--- src/rtl/thcattus_uart_rx_pkg.sv ---
// Shared definitions for the thcattus UART: one-hot line-state encoding and baud divider.
// Kept common so the transmit and receive sides agree on both.

package thcattus_uart_rx_pkg;

    typedef enum logic [4:0] {
        StIdle     = 5'b00001,
        StStart    = 5'b00010,
        StData     = 5'b00100,
        StStop     = 5'b01000,
        StWaitIdle = 5'b10000
    } uart_state_e;

    // Truncating divide; callers must keep the result >= 4.
    function automatic int unsigned clks_per_bit(input int unsigned clk_freq,
                                                 input int unsigned baud_rate);
        return clk_freq / baud_rate;
    endfunction

endpackage

--- src/rtl/thcattus_uart_rx_byte.sv ---
// Byte-level 8N1 receiver: input synchroniser, bit FSM and baud/bit counters.
// Emits a one-cycle byte_valid or byte_ferr at the mid-stop-bit sample.

module thcattus_uart_rx_byte
    import thcattus_uart_rx_pkg::*;
#(
    parameter int unsigned ClksPerBit = 10
) (
    input  logic       clk_i,
    input  logic       rst_ni,
    input  logic       rx_i,
    output logic       byte_valid_o,
    output logic [7:0] byte_data_o,
    output logic       byte_ferr_o,
    output logic       idle_o
);

    localparam int unsigned CntW = $clog2(ClksPerBit);
    localparam logic [CntW-1:0] HalfLast = CntW'(ClksPerBit / 2 - 1);
    localparam logic [CntW-1:0] FullLast = CntW'(ClksPerBit - 1);

    uart_state_e     state_q, state_d;
    logic            rx_meta_q, rxs_q;
    logic [CntW-1:0] cnt_q, cnt_d;
    logic [2:0]      bit_q, bit_d;
    logic [7:0]      shift_q, shift_d;

    always_ff @(posedge clk_i or negedge rst_ni) begin
        if (!rst_ni) begin
            state_q   <= StIdle;
            rx_meta_q <= 1'b1;
            rxs_q     <= 1'b1;
            cnt_q     <= '0;
            bit_q     <= '0;
            shift_q   <= '0;
        end else begin
            state_q   <= state_d;
            rx_meta_q <= rx_i;
            rxs_q     <= rx_meta_q;
            cnt_q     <= cnt_d;
            bit_q     <= bit_d;
            shift_q   <= shift_d;
        end
    end

    always_comb begin
        state_d      = state_q;
        cnt_d        = cnt_q + 1'b1;
        bit_d        = bit_q;
        shift_d      = shift_q;
        byte_valid_o = 1'b0;
        byte_ferr_o  = 1'b0;
        unique case (state_q)
            StIdle: begin
                cnt_d = '0;
                if (!rxs_q) state_d = StStart;
            end
            StStart: begin
                // Half a bit in: a start bit that has already gone high was a glitch.
                if (cnt_q == HalfLast) begin
                    cnt_d   = '0;
                    bit_d   = '0;
                    state_d = rxs_q ? StIdle : StData;
                end
            end
            StData: begin
                if (cnt_q == FullLast) begin
                    cnt_d   = '0;
                    shift_d = {rxs_q, shift_q[7:1]};
                    bit_d   = bit_q + 1'b1;
                    if (bit_q == 3'd7) state_d = StStop;
                end
            end
            StStop: begin
                if (cnt_q == FullLast) begin
                    cnt_d = '0;
                    if (rxs_q) begin
                        byte_valid_o = 1'b1;
                        state_d      = StIdle;
                    end else begin
                        byte_ferr_o = 1'b1;
                        state_d     = StWaitIdle;
                    end
                end
            end
            StWaitIdle: begin
                cnt_d = '0;
                if (rxs_q) state_d = StIdle;
            end
            default: begin
                cnt_d   = '0;
                state_d = StIdle;
            end
        endcase
    end

    assign byte_data_o = shift_q;
    assign idle_o      = (state_q == StIdle);

endmodule

--- src/rtl/thcattus_uart_rx.sv ---
// UART receiver top: assembles DATA_BYTES bytes into one word and presents it on an
// AXI-Stream-style master port, with partial-word timeout and error/overrun pulses.

module thcattus_uart_rx
    import thcattus_uart_rx_pkg::*;
#(
    parameter int unsigned CLK_FREQ     = 50_000_000,
    parameter int unsigned BAUD_RATE    = 115_200,
    parameter int unsigned DATA_BYTES   = 12,
    parameter int unsigned TIMEOUT_BITS = 20
) (
    input  logic                    axis_aclk,
    input  logic                    axis_arestn,
    input  logic                    uart_rx,
    output logic                    axis_tvalid,
    input  logic                    axis_tready,
    output logic [8*DATA_BYTES-1:0] axis_tdata,
    output logic                    frame_error,
    output logic                    overrun
);

    localparam int unsigned ClksPerBit  = clks_per_bit(CLK_FREQ, BAUD_RATE);
    localparam int unsigned IdxW        = (DATA_BYTES > 1) ? $clog2(DATA_BYTES) : 1;
    localparam int unsigned TimeoutClks = TIMEOUT_BITS * ClksPerBit;
    localparam int unsigned ToW         = (TimeoutClks > 1) ? $clog2(TimeoutClks) : 1;
    localparam logic [IdxW-1:0] LastIdx = IdxW'(DATA_BYTES - 1);
    localparam logic [ToW-1:0]  ToLast  = ToW'((TimeoutClks > 0) ? TimeoutClks - 1 : 0);

    logic                    byte_valid, byte_ferr, rx_idle;
    logic [7:0]              byte_data;
    logic [8*DATA_BYTES-1:0] word_q, word_d;
    logic [8*DATA_BYTES-1:0] tdata_q, tdata_d;
    logic [IdxW-1:0]         idx_q, idx_d;
    logic [ToW-1:0]          to_cnt_q, to_cnt_d;
    logic                    done_q, done_d;
    logic                    tvalid_q, tvalid_d;
    logic                    ferr_q, ovr_q, ovr_d;

    thcattus_uart_rx_byte #(
        .ClksPerBit(ClksPerBit)
    ) u_byte (
        .clk_i       (axis_aclk),
        .rst_ni      (axis_arestn),
        .rx_i        (uart_rx),
        .byte_valid_o(byte_valid),
        .byte_data_o (byte_data),
        .byte_ferr_o (byte_ferr),
        .idle_o      (rx_idle)
    );

    always_ff @(posedge axis_aclk or negedge axis_arestn) begin
        if (!axis_arestn) begin
            word_q   <= '0;
            tdata_q  <= '0;
            idx_q    <= '0;
            to_cnt_q <= '0;
            done_q   <= 1'b0;
            tvalid_q <= 1'b0;
            ferr_q   <= 1'b0;
            ovr_q    <= 1'b0;
        end else begin
            word_q   <= word_d;
            tdata_q  <= tdata_d;
            idx_q    <= idx_d;
            to_cnt_q <= to_cnt_d;
            done_q   <= done_d;
            tvalid_q <= tvalid_d;
            ferr_q   <= byte_ferr;
            ovr_q    <= ovr_d;
        end
    end

    // Word assembly and partial-word timeout.
    always_comb begin
        word_d   = word_q;
        idx_d    = idx_q;
        done_d   = 1'b0;
        to_cnt_d = '0;
        if (byte_valid) begin
            word_d[{idx_q, 3'b000} +: 8] = byte_data;
            if (idx_q == LastIdx) begin
                idx_d  = '0;
                done_d = 1'b1;
            end else begin
                idx_d = idx_q + 1'b1;
            end
        end else if (byte_ferr) begin
            idx_d = '0;
        end else if (TIMEOUT_BITS != 0 && rx_idle && idx_q != '0) begin
            if (to_cnt_q == ToLast) idx_d = '0;
            else                    to_cnt_d = to_cnt_q + 1'b1;
        end
    end

    // Output register: a completed word loads only if the slot is free or draining now.
    always_comb begin
        tvalid_d = tvalid_q & ~axis_tready;
        tdata_d  = tdata_q;
        ovr_d    = 1'b0;
        if (done_q) begin
            if (!tvalid_q || axis_tready) begin
                tdata_d  = word_q;
                tvalid_d = 1'b1;
            end else begin
                ovr_d = 1'b1;
            end
        end
    end

    assign axis_tvalid = tvalid_q;
    assign axis_tdata  = tdata_q;
    assign frame_error = ferr_q;
    assign overrun     = ovr_q;

endmodule

--- config.mk ---
export PLATFORM = sky130hd
export DESIGN_NAME = thcattus_uart_rx
export DESIGN_NICKNAME = d
export VERILOG_FILES = /design/src/rtl/thcattus_uart_rx_pkg.sv /design/src/rtl/thcattus_uart_rx_byte.sv /design/src/rtl/thcattus_uart_rx.sv
export SDC_FILE = /design/constraint.sdc
export NUM_CORES = 1
export LEC_CHECK = 0
export CAP_MARGIN = 20
export CORE_MARGIN = 2
export CORE_UTILIZATION = 30
export CTS_CLUSTER_DIAMETER = 60
export CTS_CLUSTER_SIZE = 40
export DETAILED_ROUTE_END_ITERATION = 10
export DONT_BUFFER_PORTS = 1
export PLACE_DENSITY = 0.5
export RECOVER_POWER = 100
export REMOVE_ABC_BUFFERS = 1
export SLEW_MARGIN = 25
export SYNTH_ARGS = -nofsm -noshare
export SYNTH_HDL_FRONTEND = slang
export SYNTH_HIERARCHICAL = 1
export SYNTH_SLANG_ARGS = --single-unit
--- constraint.sdc ---
create_clock -name axis_aclk -period 2.25 [get_ports axis_aclk]
set_input_delay 0.225 -clock axis_aclk [delete_from_list [all_inputs] [get_ports axis_aclk]]
set_output_delay 0.225 -clock axis_aclk [all_outputs]
set_load 0.02 [all_outputs]
# == Yosys cells after proc, flatten, opt, wreduce, memory -nomap -nowiden ==
# Cells that the tools add are included.
# totals
reg_bits,241
latch_bits,0
ramBits,0
romBits,0
inputBits,4
out_inout_bits,99
memories,0
# classes
add_sub_neg,5
mul,0
div,0
magnitude_cmp,0
eq_ne,16
shift,2
mux,37
bitwise,2
n_reduce_logical,13
# ops
operator,count
bitwise mux 96 bit,1
"variable shift 8 x 9 -> 96 bit, first input constant",1
indexed part select 8 x 9 -> 96 bit,1
two-way mux 14 bit,4
two-way mux 5 bit,7
case mux 5 bit (5 select lines),1
two-way mux 4 bit,5
two-way mux 9 bit,2
case mux 9 bit (2 select lines),1
"adder 14 x 1 -> 14 bit, second input constant",1
"== test 14 bit, second input constant",1
two-way mux 1 bit,12
"inequality test 2 x 1 -> 1 bit, second input constant",5
"adder 9 x 1 -> 9 bit, second input constant",1
"== test 9 x 8 -> 1 bit, second input constant",1
"== test 9 bit, second input constant",1
two-way mux 3 bit,3
negator 7 -> 9 bit,1
case mux 3 bit (2 select lines),1
AND reduction 2 bit,3
AND reduction 6 bit,1
nonzero test 3 bit,2
"== test 5 x 1 -> 1 bit, second input constant",1
"== test 5 x 2 -> 1 bit, second input constant",1
17 further kinds,17

# == Depth between registers and ports, before layout ==
# Gate-level depths: netlist (run 1).
# depth
depth_word,5
depth_mapped,9
mapped_depth_nobuf,8

# == Hierarchy ==
# The synthesis (run 1) kept the hierarchy.
# modules_own_cells
module,n_inst,cells_each,area_per_inst_um2,seq_area_each_um2
thcattus_uart_rx,1,556,8508.2,5355.1
thcattus_uart_rx_byte,1,129,1361.3,679.4

# == Least setup slack after synthesis (run 1) ==
# Ideal clock, no wire load.
# synth_path
path_type,flip-flop to flip-flop
from,reg u_byte.cnt_q[1]
to,reg word_q[32]
arrival_time_ns,2.315
t_required_ns,2.125
path_slack_ns,-0.190
stages_incl_launch_ff,9
period_less_slack_ns,2.440
cell_sequence,dfrtp_1 -> inv_1 -> ha_1 -> nand4bb_1 -> nor4_1 -> nor3b_1 -> a31oi_1 -> nor2_1 -> mux2_2
# synth_via
elab_chain_len,3
# synth_rtl
element,line,source
"start, declared",thcattus_uart_rx_byte.sv:24,"logic [CntW-1:0] cnt_q, cnt_d;"
"start signal, assigned",thcattus_uart_rx_byte.sv:40,cnt_q <= cnt_d;
== test 9 bit,thcattus_uart_rx_byte.sv:75,if (cnt_q == FullLast) begin
two-way mux 1 bit,thcattus_uart_rx_byte.sv:75,
two-way mux 1 bit,thcattus_uart_rx_byte.sv:53,unique case (state_q)
named net byte_valid,thcattus_uart_rx.sv:29,"logic byte_valid, byte_ferr, rx_idle;"
"end signal, assigned",thcattus_uart_rx.sv:62,word_q <= word_d;
"end, declared",thcattus_uart_rx.sv:31,"logic [8*DATA_BYTES-1:0] word_q, word_d;"
# The timed path passes the listed nets, and every way through them passes these cells.
# A chain may end at the register's enable or synchronous reset.

# == Worst setup path after layout (run 1) ==
# layout_path
from,reg u_byte.state_q[1]
to,reg word_q[20]
# layout_via
elab_chain_len,2
# layout_rtl
element,line,source
"start, declared",thcattus_uart_rx_byte.sv:22,"uart_state_e state_q, state_d;"
"start signal, assigned",thcattus_uart_rx_byte.sv:30,state_q <= StIdle;
"start signal, assigned",thcattus_uart_rx_byte.sv:37,state_q <= state_d;
== test 5 x 4 -> 1 bit,thcattus_uart_rx_byte.sv:53,
two-way mux 1 bit,thcattus_uart_rx_byte.sv:53,
named net byte_valid,thcattus_uart_rx.sv:29,
# The timed path passes the listed nets, and every way through them passes these cells.

==> metrics.yaml, run 1 <==
outcome: "complete, but fails checks"
violations: "hold timing, setup timing"
core_area_um2: 32500
routed_wl_um: 21100
cp-start-kind: "register"
hold_viol: 238
synth-compound-area-share_pct: 2.22
drive_gt1_share_pct: 41.9
path_delay_family: "simple AND/OR/NAND/NOR gates"
relSlewSlack_pct: 35.8
syn_inst: 685
die_h_um: 185
antenna_found_initial: 0
finalMaxSlewViolations: 0
crit_buf_inv: 2
hold_class: "in2async"
clockBufferDepth: 3
routabilityCongestion: 0.818
hpwl_um: 13400
via_count: 5476
syn_area_um2: 9870
die-width_um: 185
n_fill_cell: 3152
rsz0062_at_grt: "true"
pwr-share-seq_pct: 47.3
tritoncts: "done"
final_cells: 1209
fin_hold_ws_ps: -584
min_period_over_period_pct: 104
io_buffer_count: 0
async_reset_ff_share_pct: 100
synth.avg_cell_area_um2: 14.4
crit_slowest_cell: "dfrtp_1"
layout_common_cells: "238 x dfrtp_1, 174 x mux2_2, 41 x buf_4"
synth_top_family_by_area: "multiplexers"
grt_max_degree: 242
wl_per_cell_um: 17.5
cp_cell_sequence: "nor3_2 > nand3b_1 > nor4_2 > buf_4 > nor3b_4 > a31oi_4 > nor2_1 > buf_6 > mux2_2"
yosysTopAreaCell: "dfrtp_1"
p_comb_share_pct: 6.0
cp_slowest_stage_delay_ps: 390
ant_nets: 0
num_rows: 66
grt_pass1_wl_um: 33100
cp.required_ps: 2660
fmax_mhz: 429
yosysUniqueCellTypes: 56
clkPwrFrac_pct: 46.6
clock-skew-final_ps: 17.4
syn_to_final_growth_pct: 19.3
total_power_w: 0.00933
tightest_slew_ps: 963
critPathCaptureType: "register"
dpl.cell_count: 1159
finalSetupTns_ps: -1060
synth_ff_type: "dfrtp_1"
antennaDiodeCount: 0
grt_pass1_vias: 5705
via_per_inst: 4.53
initial_core_util_pct: 30.4
fin_util_pct: 36.3
worst-path-max-fanout: 8
synth_top_area_share_pct: 60.3
ys_ff_latch: 241
clk_pin_slew_ps: 70
grt_overflow_total: 0
cp_data_arrival_time_ps: 2740
cts_made_buffers: 25
holdBufCountCts: 2
final_nets: 762
yosysSeqAreaShare_pct: 61.1
swShare_pct: 24.3
die-area_um2: 34400
firstDrtPassIters: 4
synth_edf_count: 0
ys_warn_count: 6
layout_commonest_cell: "dfrtp_1"
synth_fa_ha_area_share_pct: 1.27
root_buffer: "clkbuf_16"
leakage_nw: 5.78
post-route-min-period_ps: 2330
pin_count: 103
vdd_drop_max_mv: 0.484
p_int_w: 0.00706
fin_ws_ps: -81.1
track_usage_pct: 12.3
synth_xor_area_share_pct: 1.77
setup_viol: 24
cts.sinks: 241
net-switching-power_w: 0.00227
regArea_um2: 6030
htree_levels: 1
power_density_nw_per_um2: 793
synth-simple-area-share_pct: 8.57
max_cap_violations: 0
synth_area_leaders: "dfrtp_1 60%, mux2_2 21%, mux2_4 2.6%"
worstSetupPathType: "reg2reg"
synth_mux_area_share_pct: 23.1
multiInputGateArea_um2: 3730
drc: 0
clkLatencyLatePin_ps: 530
drt_iter0_markers: 337
==> per-stage QoR <==
step	setup WS, ps	instance area (um2)	hold WS [ps]
4_1_cts	-10.5	11800	-634
2_1_floorplan	-907	9720	-70.6
5_1_grt	-184	11800	-603
3_5_place_dp	-197	10800	-57.2
3_3_place_gp	-160	10800	-58.3
6_report	-81.1	11800	-584
==> cell type report <==
class                   count  share of cell area, %
multi-input cells         409                   31.7
clock buffers              27                   5.38
well taps                 442                   4.70
repair buffers             60                   4.56
flip-flops and latches    241                   51.3
inverters                  11                  0.351
clock inverters            19                   2.07
==> metal layers <==
| metal | part of all wire [%] | up-vias | routed length (um) | GRT usage, % |
|---|---|---|---|---|
| li1 | - | 2550 | - | - |
| met1 | 45 | 2806 | 9500 | 16.5 |
| met2 | 48 | 93 | 10100 | 20.2 |
| met3 | 5.4 | 27 | 1140 | 2.71 |
| met4 | 1.6 | 0 | 347 | 3.08 |
| met5 | 0 | - | 0 | 0 |
==> worst paths after layout <==
| check | start | to | slack [ps] | cells after the start |
|---|---|---|---|---|
| setup / recovery | u_byte/state_q[1] | word_q[20] | -80 | 9 |
| hold / removal | axis_arestn | axis_tvalid | -580 | 0 |
| setup reg to reg | u_byte/state_q[1] | word_q[20] | -80 | 9 |
| hold reg to reg | u_byte/rx_meta_q | u_byte/rxs_q | 380 | 0 |
| max in group asynchronous | axis_arestn | idx_q[1] | 2050 | 0 |
| min in group axis_aclk | uart_rx | u_byte/rx_meta_q | 240 | 1 |
==> power groups by stage <==
stage / Sequential (W) / Clock [W] / Combinational (W)
2_1_floorplan: 0.00452 / 0 / 0.000323
3_3_place_gp: 0.00450 / 0 / 0.000571
3_5_place_dp: 0.00450 / 0 / 0.000564
4_1_cts: 0.00441 / 0.00449 / 0.000575
5_1_grt: 0.00442 / 0.00468 / 0.000618
6_report: 0.00442 / 0.00435 / 0.000564
==> state kept, by name, summed over array words and instances, names as in the netlist <==
name	flops
to_cnt_q	14
u_byte/rx_meta_q	1
done_q	1
idx_q	4
overrun	1
u_byte/byte_data_o	8
u_byte/rxs_q	1
u_byte/state_q	5
axis_tdata	96
axis_tvalid	1
u_byte/cnt_q	9
frame_error	1
word_q	96
u_byte/bit_q	3
==> Yosys cell counts, drive strengths merged, types with 2 or more instances <==
cell and instances:
dfrtp 238, mux2 197, nand2 37, nor2 37, buf 17, inv 11
xor2 11, ha 10, and2 9, and3 9, nand3 9, xnor2 9
clkbuf 7, nor4 7, nand4 6, or3 6, a21oi 5, a211o 4
nand3b 4, nor2b 4, nor3b 4, a32o 3, and4 3, dfstp 3
nand4b 3, nor3 3, a21bo 2, a21boi 2, a22o 2, nand4bb 2
nor4b 2, o211ai 2, o21ai 2, or3b 2, or4 2
==> repair_timing <==
action                                  in CTS  in global routing
setup buffers                                2                  0
endpoints found under the setup margin      89                 83
pin swaps                                    6                  5
gates resized for setup                      9                 19
hold endpoints to repair                   244                241
==> logic make-up after synthesis <==
logic type | Yosys count
AOI/OAI and AO/OA | 28
xor gates and xnor gates | 20
adders and majority gates | 10
buffers and inverters | 35
DFF | 241
muxes | 197
and+or+nand+nor | 154
Note: power is estimated with default switching activity, not from simulation.
==> run 2, diff against run 1 <==
--- a/config.mk
+++ b/config.mk
@@ -5,6 +5,7 @@
 export SDC_FILE = /design/constraint.sdc
 export NUM_CORES = 1
 export LEC_CHECK = 0
+export ABC_AREA = 0
 export CAP_MARGIN = 20
 export CORE_MARGIN = 2
 export CORE_UTILIZATION = 30
==> results of run 2 <==
The final DEF is identical to that of run 1; final timing and power are the same.
